<file path="src/rtl/wave_table_engine_if.sv">
// CPU register-port bundle for the wave-table engine: byte address, strobes and data.
interface wave_table_engine_if #(
  parameter int BANK_BYTES = 16
) ();
  localparam int AW = $clog2(BANK_BYTES);

  logic [AW-1:0] cpu_addr;
  logic          cpu_wr;
  logic          cpu_rd;
  logic [7:0]    cpu_wdata;
  logic [7:0]    cpu_rdata;

  modport master (
    output cpu_addr, cpu_wr, cpu_rd, cpu_wdata,
    input  cpu_rdata
  );

  modport slave (
    input  cpu_addr, cpu_wr, cpu_rd, cpu_wdata,
    output cpu_rdata
  );
endinterface

</file>
<file path="src/rtl/wave_table_engine.sv">
// Two-bank wave-table playback channel: period counter, position sequencer, fetch and volume shift.
// Latency: sample_out/sample_strobe 1 clk after the advance edge, cpu_rdata 1 clk after cpu_rd; no backpressure.
module wave_table_engine #(
  parameter  int SAMPLE_BITS = 4,
  parameter  int BANK_BYTES  = 16,
  localparam int SPB         = BANK_BYTES * 8 / SAMPLE_BITS,
  localparam int PW          = $clog2(2 * SPB)
) (
  input  logic                   apu_4mhz,
  input  logic                   napu_reset,
  wave_table_engine_if.slave     cpu,
  input  logic                   ch_enable,
  input  logic                   trigger,
  input  logic [10:0]            freq,
  input  logic                   bank_sel,
  input  logic                   dual_bank,
  input  logic [1:0]             vol_code,
  output logic [SAMPLE_BITS-1:0] sample_out,
  output logic                   sample_strobe,
  output logic [PW-1:0]          position
);
  localparam int AW = $clog2(BANK_BYTES);

  logic [7:0]             mem [2*BANK_BYTES];
  logic [10:0]            period_cnt;
  logic [PW-1:0]          pos_q;
  logic [PW-1:0]          pos_nxt;
  logic [SAMPLE_BITS-1:0] sample_buf;
  logic [SAMPLE_BITS-1:0] fetch_sample;
  logic [SAMPLE_BITS-1:0] scaled;
  logic                   advance;
  logic                   adv_q;
  logic                   play_bank;
  logic [AW-1:0]          fetch_idx;
  logic [7:0]             fetch_byte;
  logic [AW:0]            cpu_idx;

  // Trigger has priority over a coincident reload: no advance, no fetch.
  assign advance = ch_enable && !trigger && (period_cnt == 11'h7FF);

  always_comb begin
    pos_nxt = '0;
    if (dual_bank) begin
      pos_nxt = pos_q + 1'b1;
    end else begin
      pos_nxt = {1'b0, pos_q[PW-2:0] + 1'b1};
    end
  end

  assign play_bank  = bank_sel ^ pos_nxt[PW-1];
  assign fetch_byte = mem[{play_bank, fetch_idx}];
  assign cpu_idx    = {~bank_sel, cpu.cpu_addr};

  generate
    if (SAMPLE_BITS == 4) begin : g_nibble
      assign fetch_idx    = pos_nxt[AW:1];
      assign fetch_sample = pos_nxt[0] ? fetch_byte[3:0] : fetch_byte[7:4];
    end else begin : g_byte
      assign fetch_idx    = pos_nxt[AW-1:0];
      assign fetch_sample = fetch_byte;
    end
  endgenerate

  always_comb begin
    scaled = '0;
    case (vol_code)
      2'd1:    scaled = sample_buf;
      2'd2:    scaled = sample_buf >> 1;
      2'd3:    scaled = sample_buf >> 2;
      default: scaled = '0;
    endcase
  end

  // Wave RAM is deliberately outside the reset domain so contents survive reset.
  always_ff @(posedge apu_4mhz) begin
    if (cpu.cpu_wr) begin
      mem[cpu_idx] <= cpu.cpu_wdata;
    end
  end

  always_ff @(posedge apu_4mhz or negedge napu_reset) begin
    if (!napu_reset) begin
      period_cnt    <= '0;
      pos_q         <= '0;
      sample_buf    <= '0;
      adv_q         <= 1'b0;
      sample_strobe <= 1'b0;
      sample_out    <= '0;
      cpu.cpu_rdata <= '0;
    end else begin
      if (trigger) begin
        period_cnt <= freq;
        pos_q      <= '0;
      end else if (ch_enable) begin
        if (period_cnt == 11'h7FF) begin
          period_cnt <= freq;
          pos_q      <= pos_nxt;
          sample_buf <= fetch_sample;
        end else begin
          period_cnt <= period_cnt + 11'd1;
        end
      end

      adv_q         <= advance;
      sample_strobe <= adv_q;
      sample_out    <= ch_enable ? scaled : '0;

      if (cpu.cpu_rd && !cpu.cpu_wr) begin
        cpu.cpu_rdata <= mem[cpu_idx];
      end
    end
  end

  assign position = pos_q;
endmodule
</file>
<file path="src/flat_wrapper.sv">
// flat-port wrapper written by rule: the top's interface ports become plain ports
module wave_table_engine_flat 
#(
  parameter  int SAMPLE_BITS = 4,
  parameter  int BANK_BYTES  = 16,
  localparam int SPB         = BANK_BYTES * 8 / SAMPLE_BITS,
  localparam int PW          = $clog2(2 * SPB)
)
  (apu_4mhz, napu_reset, ch_enable, trigger, freq, bank_sel, dual_bank, vol_code, sample_out, sample_strobe, position, cpu_cpu_addr, cpu_cpu_wr, cpu_cpu_rd, cpu_cpu_wdata, cpu_cpu_rdata);
  wave_table_engine_if #(.BANK_BYTES(BANK_BYTES)) cpu_i ();
  input  logic apu_4mhz;
  input  logic napu_reset;
  input  logic ch_enable;
  input  logic trigger;
  input  logic [10:0] freq;
  input  logic bank_sel;
  input  logic dual_bank;
  input  logic [1:0] vol_code;
  output logic [SAMPLE_BITS-1:0] sample_out;
  output logic sample_strobe;
  output logic [PW-1:0] position;
  input wire logic [$bits(cpu_i.cpu_addr)-1:0] cpu_cpu_addr;
  input wire logic [$bits(cpu_i.cpu_wr)-1:0] cpu_cpu_wr;
  input wire logic [$bits(cpu_i.cpu_rd)-1:0] cpu_cpu_rd;
  input wire logic [$bits(cpu_i.cpu_wdata)-1:0] cpu_cpu_wdata;
  output wire logic [$bits(cpu_i.cpu_rdata)-1:0] cpu_cpu_rdata;
  assign cpu_i.cpu_addr = cpu_cpu_addr;
  assign cpu_i.cpu_wr = cpu_cpu_wr;
  assign cpu_i.cpu_rd = cpu_cpu_rd;
  assign cpu_i.cpu_wdata = cpu_cpu_wdata;
  assign cpu_cpu_rdata = cpu_i.cpu_rdata;
  wave_table_engine #(.SAMPLE_BITS(SAMPLE_BITS), .BANK_BYTES(BANK_BYTES)) u_core (.apu_4mhz(apu_4mhz), .napu_reset(napu_reset), .cpu(cpu_i), .ch_enable(ch_enable), .trigger(trigger), .freq(freq), .bank_sel(bank_sel), .dual_bank(dual_bank), .vol_code(vol_code), .sample_out(sample_out), .sample_strobe(sample_strobe), .position(position));
endmodule
</file>
<file path="config.mk">
export PLATFORM = sky130hd
export DESIGN_NAME = wave_table_engine_flat
export DESIGN_NICKNAME = d
export VERILOG_FILES = /design/src/rtl/wave_table_engine_if.sv /design/src/rtl/wave_table_engine.sv /design/src/flat_wrapper.sv
export SDC_FILE = /design/constraint.sdc
export NUM_CORES = 1
export LEC_CHECK = 0
export ABC_AREA = 1
export BUFFER_PORTS_ARGS = -buffer_cell sky130_fd_sc_hd__buf_2
export CORE_ASPECT_RATIO = 1.1
export CORE_MARGIN = 1
export CORE_UTILIZATION = 50
export CTS_CLUSTER_SIZE = 24
export DETAILED_ROUTE_END_ITERATION = 6
export PLACE_DENSITY = 0.73
export RECOVER_POWER = 25
export REMOVE_ABC_BUFFERS = 1
export SYNTH_ARGS = -nofsm -noshare
export SYNTH_HDL_FRONTEND = slang
export SYNTH_SLANG_ARGS = --single-unit
</file>
<file path="constraint.sdc">
create_clock -name apu_4mhz -period 2.2 [get_ports apu_4mhz]
set_input_delay 0.11 -clock apu_4mhz [delete_from_list [all_inputs] [get_ports apu_4mhz]]
set_output_delay 0.11 -clock apu_4mhz [all_outputs]
set_load 0.05 [all_outputs]
</file>
# Word-level counts from Yosys, hierarchy flattened
# Memory sizes are Yosys's and may differ from the RTL's. A register that Yosys moved wholly into a read port is not among the register bits.
# Index checks and enable logic that the tools add are counted.
[totals]
n_memories = 1
mem_bits_rw = 256
wordCells = 39
out_inout_bits = 19
input_bits = 33
register_bits = 27
[mem_list]
columns = ["memory", "depth", "width", "rd", "rd_clocked_by_memory_dff", "write_ports", "line", "text"]
rows = [
  ["u_core.mem", 32, 8, 2, 1, 1, "wave_table_engine.sv:24", "logic [7:0] mem [2*BANK_BYTES];"],
]
[op_classes]
reduce_logical = 10
bitwise_logic = 3
muxes = 12
n_addsub = 3
n_eq_ne = 4
[op_table]
columns = ["cell", "count"]
rows = [
  ["two-way mux 11 bit", 3],
  ["two-way mux 6 bit", 4],
  ["case mux 4 bit (3 select lines)", 1],
  ["adder 11 x 1 -> 11 bit, second input constant", 1],
  ["equality test 11 bit, second input constant", 1],
  ["two-way mux 4 bit", 2],
  ["adder 6 x 1 -> 6 bit, second input constant", 1],
  ["adder 5 x 1 -> 5 bit, second input constant", 1],
  ["equality test 2 bit, second input constant", 2],
  ["nonzero test 2 bit", 2],
  ["logical AND 1 bit", 3],
  ["zero test 1 bit", 3],
  ["AND reduction 3 bit", 1],
  ["equality test 2 x 1 -> 1 bit, second input constant", 1],
  ["two-way mux 1 bit", 2],
  ["inverter 1 bit", 2],
  ["AND reduction 2 bit", 1],
  ["bitwise XOR 1 bit", 1],
]

# Longest topological paths before layout
# Gate-level depths: netlist of run 1.
[logic_depth]
ltp_word = 5
mapped_depth = 16
mapped_depth_nobuf = 14

# Worst setup path before layout of run 1
# OpenSTA, ideal clock, no wires.
[synth_timing]
path_kind = "register -> register"
start = "register u_core.pos_q[1] (netlist: u_core.position[1])"
end = "register u_core.sample_buf[2]"
slack_ns = -0.011
stages_incl_launch_ff = 16
synth_period_minus_slack_ns = 2.211
arrival_time_ns = 2.094
path_buffers = 2
setup_time_ns = 0.116
t_required_ns = 2.084
cell_sequence = "dfrtp_1 -> ha_1 -> buf_2 -> clkinv_2 -> clkbuf_1 -> nand2_1 -> nand2_1 -> nand2_1 -> nand2_1 -> nand2_1 -> nand3_1 -> nand3_1 -> nand3_1 -> nand2_1 -> nand2_1 -> nand2_1"
[synth_between]
elab_chain_len = 5
word_cells_on_any_way = 6
cone_classes = "add/sub (2); mux (2); bitwise (1); memory (1)"
[synth_rtl]
columns = ["item", "line", "text"]
rows = [
  ["start: declaration", "wave_table_engine.sv:26", "logic [PW-1:0] pos_q;"],
  ["start signal: assignment", "wave_table_engine.sv:97", "pos_q <= pos_nxt;"],
  ["adder 6 x 1 -> 6 bit", "wave_table_engine.sv:44", "pos_nxt = pos_q + 1'b1;"],
  ["two-way mux 6 bit (*)", "wave_table_engine.sv:43", "if (dual_bank) begin"],
  ["bitwise XOR 1 bit", "wave_table_engine.sv:50", "assign play_bank = bank_sel ^ pos_nxt[PW-1];"],
  ["memory read (32 x 8 bit) (*)", "-", ""],
  ["two-way mux 4 bit (*)", "wave_table_engine.sv:57", "assign fetch_sample = pos_nxt[0] ? fetch_byte[3:0] : fetch_byte[7:4];"],
  ["end signal: assignment", "wave_table_engine.sv:98", "sample_buf <= fetch_sample;"],
  ["end: declaration", "wave_table_engine.sv:28", "logic [SAMPLE_BITS-1:0] sample_buf;"],
]
# Mark *: on every way between the ends. The rest lies on a longest branch, timed or not.
# A chain may end at the register's enable or synchronous reset.

# Worst setup path after layout of run 1
[layout_timing]
start = "register u_core.pos_q[0] (netlist: u_core.position[0])"
end = "register u_core.sample_buf[0]"
[layout_between]
elab_chain_len = 5
word_cells_on_any_way = 6
cone_classes = "add/sub (2); mux (2); bitwise (1); memory (1)"
[layout_rtl]
columns = ["item", "line"]
rows = [
  ["adder 6 x 1 -> 6 bit", "wave_table_engine.sv:44"],
  ["two-way mux 6 bit (*)", "wave_table_engine.sv:43"],
  ["bitwise XOR 1 bit", "wave_table_engine.sv:50"],
  ["memory read (32 x 8 bit)", "-"],
  ["two-way mux 4 bit (*)", "wave_table_engine.sv:57"],
]
# Marks and branches as above.

==> results.rst, run 1 <==
.. list-table::
   :header-rows: 1

   * - Metric
     - Value
   * - Placeable core region
     - 28,710 µm²
   * - Number of vias per cell
     - 5.887
   * - Total number of vias
     - 12.56k
   * - Yosys reg bits
     - 291
   * - Count of unresolved DRC violations after routing
     - 0
   * - Largest net degree at the start of global routing
     - 46
   * - Relative slew slack
     - -19.89%
   * - Overall routing resource usage
     - 30.67%
   * - Violations in the final reports
     - capacitance limit, slew limit
   * - Total wire length after detailed routing
     - 45,900 µm
   * - Post-synth EDFFs
     - 256
   * - Multiplexer area fraction after synthesis
     - 0%
   * - Final design utilization
     - 59.49%
   * - Height of the die
     - 181.4 µm
   * - Final count of hold timing violations
     - 0
   * - Starting DRT DRC Count
     - 1,504
   * - Area of the mapped netlist
     - 14,630 µm²
   * - Kind of start point of the critical path
     - register
   * - Final critical-path required period
     - 2118 ps
   * - Mapped Cells
     - 1,623
   * - Critical setup path kind
     - register to register
   * - Count of inserted antenna diode cells
     - 0
   * - Wire per inst
     - 21.52 µm
   * - Source of the worst register-to-register timing path
     - u_core.position[0]
   * - FMAX
     - 0.4722 GHz
   * - Main area contributors after synthesis
     - edfxtp_1, nand2_1, dfrtp_1, a22oi_1, nand3_1
   * - P per Cell Area
     - 748.3 nW/µm²
   * - Effective utilization at floorplan
     - 50.97%
   * - Number of distinct library cell variants in the gate-level netlist after synthesis
     - 42
   * - Post-synthesis adder-cell area fraction
     - 0.1710%
   * - Synthesized-area fraction occupied by and/or/nand/nor cells
     - 25.50%
   * - TritonCTS sink count
     - 291
   * - RSZ-0062 raised after global routing
     - yes
   * - Post-synth ARST share
     - 12.03%
   * - Floorplan row count
     - 65
   * - Number of synthesis warnings
     - 0
   * - Overflow left after global routing
     - 0
   * - Biggest area consumer among synthesized cells
     - edfxtp_1
   * - Synth Area per Inst
     - 9.016 µm²
   * - Antenna violations before repair
     - 0
   * - Post-synthesis sequential area ratio
     - 58.52%
   * - Number of buffers between clock root and the deepest sink
     - 3
   * - # H-tree levels
     - 1
   * - Instance count after placement with tap cells included
     - 2,053
   * - Result of the run
     - finished, violations left
   * - Hold path start
     - cpu_cpu_rd
   * - Total count of max-transition violations in the final report
     - 198
   * - Number of port buffers
     - 51
   * - Count of endpoints failing setup in the final report
     - 0
   * - Worst Max-Slew Pin Slew
     - 1798 ps
   * - Post-CTS setup-driven buffer insertion count
     - 0
   * - Cell at the root of the clock tree
     - clkbuf_16
   * - Synthesized-area fraction occupied by xor and xnor cells
     - 0.5985%
   * - First-pass GRT wire length
     - 68,110 µm
   * - CTS Buf Count
     - 31
   * - Fillers
     - 2,408
   * - Sum of buffers and inverters on the critical path
     - 2
   * - Die Span X
     - 165.1 µm
   * - Critical path arrival
     - 2570 ps
   * - Post-DRT Antenna Nets
     - 0
   * - Post-layout worst setup margin
     - 82.40 ps
   * - Most used flip-flop cell after synthesis
     - edfxtp_1
   * - Total die area
     - 29,950 µm²
   * - Leakage component of the power
     - 0.007252 µW
   * - Largest family of logic cells by synthesized area
     - simple AND/OR/NAND/NOR gates
   * - Chain of cells forming the critical path
     - ha_4 > nand2_2 > inv_2 > nor2_4 > buf_4 > nand2_1 > nand2_1 > nand2_1 > nand3_1 > nand3_1 > nand3_1 > nand2_1 > nand2_1 > nand2_1
   * - Gate family responsible for the most delay along the worst path
     - simple AND/OR/NAND/NOR gates
   * - Max Cap Viol
     - 6
   * - Via count of the first global-routing pass
     - 11.79k
   * - Share of final-layout standard cells stronger than drive strength 1
     - 12.58%
   * - Area growth from synthesis to layout
     - 16.72%
   * - Final net count
     - 1,776
   * - Element type at the critical path end
     - register
   * - Latest clock arrival within the worst-skew pair
     - 570 ps
   * - Count of placed standard cells in the final layout, fillers left out
     - 2,133
   * - Count of pins on the block boundary
     - 52
   * - Fraction of the mapped netlist area in compound gates
     - 9.081%
   * - Share of the cycle needed by the critical path after routing
     - 96.25%
   * - VDD IR max
     - 0.6380 mV
   * - Synth top area share
     - 52.54%
   * - TritonCTS clock tree
     - built
   * - Most frequent cell on the critical path
     - nand2_1
   * - Max Fanout on Critical Path
     - 19
   * - Largest incremental delay on the critical path
     - 410 ps
   * - Detailed placement HPWL
     - 29,910 µm
   * - Crit-path slowest cell
     - dfrtp_1
   * - Critical path startpoint
     - u_core.position[0]
   * - Final weighted congestion in routability-driven placement
     - 0.9929
   * - Data required time of the worst path
     - 2660 ps
   * - Clk pin slew, worst setup/hold paths
     - 60 ps
   * - Final total negative setup slack
     - 0 ps
   * - Post-route clock skew
     - 17.22 ps
   * - Worst-case setup slack after placement
     - 61.87 ps
   * - First-pass iteration count of the detailed router
     - 6
   * - Path type of the worst min-delay path
     - input pin to register
==> routing by layer <==
| metal | vias up | GRT usage (%) | share of wire (%) |
|---|---|---|---|
| met2 | 787 | 49.99 | 47 |
| met1 | 5946 | 40.96 | 38 |
| met3 | 133 | 4.660 | 11 |
| met5 | - | 0 | 0 |
| li1 | 5692 | - | - |
| met4 | 0 | 12.11 | 4.3 |
==> flip-flops by register name (all words and copies together) (netlist names) <==
register              cells
u_core.mem              256
u_core.position           6
u_core.sample_out         4
u_core.cpu.cpu_rdata      8
u_core.sample_buf         4
u_core.sample_strobe      1
u_core.adv_q              1
u_core.period_cnt        11
==> worst register-to-register path, stage by stage (launching register included) <==
cell and delay, ps:
dfrtp_1 410, ha_4 190, nand2_2 90, inv_2 80, nor2_4 130, buf_4 300, nand2_1 100, nand2_1 60
nand2_1 180, nand3_1 120, nand3_1 80, nand3_1 100, nand2_1 60, nand2_1 60, nand2_1 40
==> timing repair <==
action | CTS | global route
endpoints found under the hold margin | 56 | 0
hold buffers | 21 | 0
resized for setup | 0 | 7
setup endpoints to repair | 0 | 4
==> cells in the mapped netlist, types with 2 or more instances <==
| master | n |
|---|---|
| or2_2 | 2 |
| o22ai_1 | 2 |
| a21oi_1 | 12 |
| dfrtp_1 | 35 |
| buf_1 | 4 |
| nand3_1 | 107 |
| nor2_1 | 93 |
| clkbuf_1 | 22 |
| nor3_1 | 8 |
| inv_1 | 115 |
| nor3_2 | 7 |
| o21bai_1 | 4 |
| a22oi_1 | 103 |
| o21ai_1 | 7 |
| ha_1 | 2 |
| nand2_1 | 684 |
| o221ai_1 | 5 |
| nand4_1 | 8 |
| a22o_1 | 2 |
| buf_6 | 10 |
| edfxtp_1 | 256 |
| buf_4 | 2 |
| nor2_2 | 2 |
| o2111ai_1 | 5 |
| buf_2 | 41 |
| inv_2 | 8 |
| xor2_1 | 5 |
| nand2_2 | 4 |
| o21ai_0 | 55 |
==> cell families after synthesis <==
group,count (synthesis)
xor+xnor,7
simple gates,921
compound gates,199
flops,291
fa+ha+maj,2
buf+inv,203
==> stage by stage <==
stage	instance area [µm²]	power (µW)	hold slack, ps
floorplan	14200	7082	-185.6
global placement	15790	7621	303.2
detailed placement	15790	7645	301.9
CTS	17020	12770	99.53
global route	17080	13170	191.1
finish	17080	12780	123.0
==> path summary, 6_finish.rpt <==
path,end,slack (ps),cells after the start
worst max-delay path,u_core.sample_buf[0],80,14
worst min-delay path,u_core.cpu.cpu_rdata[7],120,6
worst max register to register,u_core.sample_buf[0],80,14
worst min register to register,u_core.sample_strobe,370,0
max in group asynchronous,u_core.cpu.cpu_rdata[4],1330,2
min in group asynchronous,u_core.sample_out[0],240,2
==> placed cells by master, fill, tap and decap left out, types with 8 or more instances in the layout <==
master,instances
nand2_1,683
edfxtp_1,256
inv_1,115
nand3_1,107
a22oi_1,103
nor2_1,90
buf_4,74
o21ai_0,55
buf_2,45
dfrtp_1,35
clkbuf_16,33
dlygate4sd3_1,21
clkbuf_1,14
buf_12,13
a21oi_1,12
inv_2,8
nor3_1,8
nand4_1,8
==> power breakdown <==
group | total [µW] | switching, µW | internal, µW
clock network | 5150 | 2090 | 3070
registers | 6210 | 82.0 | 6130
logic | 1410 | 972 | 441
==> final cells by class <==
cell class              count  area, µm²  area share, %
inverters                 124      473.0          2.769
well taps                 368      460.4          2.696
multi-input cells        1129       5210          30.50
repair buffers            164       1361          7.970
clock buffers              43      860.8          5.040
clock inverters            14      151.4         0.8864
flip-flops and latches    291       8563          50.14
Power figures use the tool's default switching activity.
==> inputs of run 2 (changes only) <==
--- a/config.mk
+++ b/config.mk
@@ -9,10 +9,10 @@
 export BUFFER_PORTS_ARGS = -buffer_cell sky130_fd_sc_hd__buf_2
 export CORE_ASPECT_RATIO = 1.1
 export CORE_MARGIN = 1
-export CORE_UTILIZATION = 50
+export CORE_UTILIZATION = 55
 export CTS_CLUSTER_SIZE = 24
 export DETAILED_ROUTE_END_ITERATION = 6
-export PLACE_DENSITY = 0.73
+export PLACE_DENSITY = 0.81
 export RECOVER_POWER = 25
 export REMOVE_ABC_BUFFERS = 1
 export SYNTH_ARGS = -nofsm -noshare
==> constraint.sdc (replaced) <==
create_clock -name apu_4mhz -period 1.8 [get_ports apu_4mhz]
set_input_delay 0.09 -clock apu_4mhz [delete_from_list [all_inputs] [get_ports apu_4mhz]]
set_output_delay 0.09 -clock apu_4mhz [all_outputs]
set_load 0.05 [all_outputs]
==> run 2 against run 1 <==
The flow finishes with violations (capacitance limit, slew limit, setup timing); global-route usage rose by 4.9 points; worst hold slack lost 24 ps; non-clock buffer count increased by 48; core utilization increased by 9.9 points; maximum frequency is 1.0% lower; worst setup slack lost 420 ps; highest routed layer unchanged.
==> results.rst, run 2 (synthesis results as in run 1) <==
.. list-table::
   :header-rows: 1

   * - Metric
     - Value
   * - Total wire length after detailed routing
     - 49,190 µm (was 45,900 µm)
   * - Floorplan row count
     - 62 (was 65)
   * - Number of port buffers
     - 51 (unchanged)
   * - Element type at the critical path end
     - register (unchanged)
   * - Critical path startpoint
     - u_core.position[1] (was u_core.position[0])
   * - Latest clock arrival within the worst-skew pair
     - 560 ps (was 570 ps)
   * - Worst Max-Slew Pin Slew
     - 1811 ps (was 1798 ps)
   * - Number of buffers between clock root and the deepest sink
     - 3 (unchanged)
   * - FMAX
     - 0.4674 GHz (was 0.4722 GHz)
   * - Total die area
     - 27,260 µm² (was 29,950 µm²)
   * - Share of the cycle needed by the critical path after routing
     - 118.9% (was 96.25%)
   * - Kind of start point of the critical path
     - register (unchanged)
   * - Global routing met1 resource utilization
     - 45.66% (was 40.96%)
   * - First-pass GRT wire length
     - 71,640 µm (was 68,110 µm)
   * - Final critical-path required period
     - 2140 ps (was 2118 ps)
   * - Max Fanout on Critical Path
     - 18 (was 19)
   * - Count of pins on the block boundary
     - 52 (unchanged)
   * - Largest net degree at the start of global routing
     - 40 (was 46)
   * - Max Cap Viol
     - 5 (was 6)
   * - Relative slew slack
     - -20.74% (was -19.89%)
   * - TritonCTS clock tree
     - built (unchanged)
   * - Wire per inst
     - 22.74 µm (was 21.52 µm)
   * - Commonest non-fill, non-tap cells in the layout
     - nand2_1, edfxtp_1, inv_1 (unchanged)
   * - R2R Setup Slk
     - -340 ps (was 80 ps)
   * - Area growth from synthesis to layout
     - 23.92% (was 16.72%)
   * - Registers with the highest flip-flop counts
     - u_core.mem: 256 flops, u_core.period_cnt: 11 flops, u_core.cpu.cpu_rdata: 8 flops (unchanged)
   * - Final net count
     - 1,824 (was 1,776)
   * - Final weighted congestion in routability-driven placement
     - 0.9854 (was 0.9929)
   * - CTS Buf Count
     - 31 (unchanged)
   * - Finished Cell Area
     - 18,130 µm² (was 17,080 µm²)
   * - VDD IR max
     - 0.7930 mV (was 0.6380 mV)
   * - Most common cell after layout, fill and taps aside
     - nand2_1 (unchanged)
   * - Count of inserted antenna diode cells
     - 0 (unchanged)
   * - Height of the die
     - 173.1 µm (was 181.4 µm)
   * - Final count of hold timing violations
     - 0 (unchanged)
   * - Data required time of the worst path
     - 2250 ps (was 2660 ps)
   * - Placeable core region
     - 26,140 µm² (was 28,710 µm²)
   * - Post-DRT Antenna Nets
     - 0 (unchanged)
   * - Post-layout worst setup margin
     - -339.7 ps (was 82.40 ps)
   * - Critical path arrival
     - 2590 ps (was 2570 ps)
   * - Path type of the worst min-delay path
     - input pin to register (unchanged)
   * - TritonCTS sink count
     - 291 (unchanged)
   * - Register with the most flip-flops
     - u_core.mem (unchanged)
   * - Source of the worst register-to-register timing path
     - u_core.position[1] (was u_core.position[0])
   * - Number of vias per cell
     - 6.072 (was 5.887)
   * - Total count of max-transition violations in the final report
     - 165 (was 198)
   * - Total number of vias
     - 13.13k (was 12.56k)
   * - Global Route met2 Usage
     - 58.28% (was 49.99%)
   * - Dpl cell area
     - 16,250 µm² (was 15,790 µm²)
   * - Cell at the root of the clock tree
     - clkbuf_16 (unchanged)
   * - Overall routing resource usage
     - 35.62% (was 30.67%)
   * - Effective utilization at floorplan
     - 55.97% (was 50.97%)
   * - Final hold slack
     - 98.67 ps (was 123.0 ps)
   * - Largest register FFs
     - 256 (unchanged)
   * - Grt met3 use
     - 6.742% (was 4.660%)
   * - Starting DRT DRC Count
     - 2,019 (was 1,504)
   * - Violations in the final reports
     - capacitance limit, slew limit, setup timing (was capacitance limit, slew limit)
   * - Count of endpoints failing setup in the final report
     - 17 (was 0)
   * - Via count of the first global-routing pass
     - 12.49k (was 11.79k)
   * - Most Crowded Layer GR
     - met2 (unchanged)
   * - Count of unresolved DRC violations after routing
     - 0 (unchanged)
   * - Critical setup path kind
     - register to register (unchanged)
   * - Fillers
     - 1,883 (was 2,408)
   * - Share of final-layout standard cells stronger than drive strength 1
     - 18.61% (was 12.58%)
   * - Leakage component of the power
     - 0.007734 µW (was 0.007252 µW)
   * - Detailed placement HPWL
     - 31,180 µm (was 29,910 µm)
   * - P per Cell Area
     - 883.1 nW/µm² (was 748.3 nW/µm²)
   * - Overflow left after global routing
     - 0 (unchanged)
   * - Crit Reg-Reg Endpoint
     - u_core.sample_buf[2] (was u_core.sample_buf[0])
   * - # H-tree levels
     - 1 (unchanged)
   * - Post-route clock skew
     - 10.38 ps (was 17.22 ps)
   * - Number of cell instances on the worst register-to-register path
     - 14 (unchanged)
   * - RSZ-0062 raised after global routing
     - yes (unchanged)
   * - End point of the critical path
     - u_core.sample_buf[2] (was u_core.sample_buf[0])
   * - Die Span X
     - 157.5 µm (was 165.1 µm)
   * - Clk pin slew, worst setup/hold paths
     - 60 ps (about the same)
   * - First-pass iteration count of the detailed router
     - 6 (unchanged)
   * - Antenna violations before repair
     - 0 (unchanged)
   * - Result of the run
     - finished, violations left (unchanged)
[run 2: changes by cell type in the layout (fill, tap and decap cells not counted), sizes merged]
cell,previous run,this run
buf,135,179
clkinv,8,16
clkbuf,51,48
bufbuf,0,2
dlygate4sd3,21,19
inv,125,123
clkinvlp,2,1
[run 2: worst min-delay path by stage]
stage | slack (ps) | cells after the start | startpoint | endpoint
detailed placement | 190 | 2 | napu_reset | u_core.sample_out[2]
CTS | 40 | 1 | cpu_cpu_wdata[1] | u_core.mem[22][1]
finish | 100 | 6 | cpu_cpu_rd | u_core.cpu.cpu_rdata[7]
global placement | 190 | 2 | napu_reset | u_core.sample_out[0]
global route | 140 | 6 | cpu_cpu_rd | u_core.cpu.cpu_rdata[7]
floorplan | -210 | 0 | napu_reset | u_core.adv_q
[run 2: layer usage]
metal / share of wire (%) / wire length [µm]
met3: 12 / 6131
met2: 48 / 23450
met5: 0 / 0
met1: 34 / 16880
met4: 5.5 / 2727
[run 2: final cells by class]
cell class                 instances  area (µm²)  area share [%]
tap                              352       440.4           2.429
sequential                       291        8563           47.22
multi-input combinational       1129        5518           30.43
inverter                         124       483.0           2.663
clock buffer                      36       824.5           4.547
timing repair buffer             212        2128           11.74
clock inverter                    19       176.4          0.9729
[run 2: per-stage QoR]
| step | utilization, % | total power (µW) | setup WS (ps) | instances | TNS (ps) |
|---|---|---|---|---|---|
| 2_1_floorplan | - | 8655 | -4127 | 1544 | -357350 |
| 3_3_place_gp | 62.18 | 9450 | -228.2 | 2071 | -869.5 |
| 3_5_place_dp | 62.18 | 9498 | -326.1 | 2071 | -2256 |
| 4_1_cts | 67.93 | 15830 | -235.9 | 2152 | -905.1 |
| 5_1_grt | 69.36 | 16440 | -425.1 | 2163 | -3737 |
| 6_report | 69.36 | 16010 | -339.7 | 2163 | -1828 |
[run 2: power by group]
part	leakage [µW]	internal [µW]	switching, µW	total, µW
Sequential	0.00275	7490	102	7600
Combinational	0.00448	767	1340	2100
Clock	0.000501	3680	2630	6310
Total	0.00773	11900	4070	16000
[run 2: worst max-delay path: stages, from the launching register on]
cell      delay (ps)
dfrtp_1          420
ha_4             370
clkinv_8          90
buf_6            140
buf_12           150
nor2_2           130
o21ai_0          120
nand2_1           90
nand2_1           60
nand3_1           70
nand3_1           90
nand3_1          120
nand2_1           60
nand2_1           50
nand2_1           40
[run 2: what timing repair did]
action,CTS,global route
hold buffers,20,0
resized for setup,44,74
endpoints found under the setup margin,11,22
pin swaps,8,16
cloned,4,5
buffers inserted,2,7
hold endpoints to repair,57,0
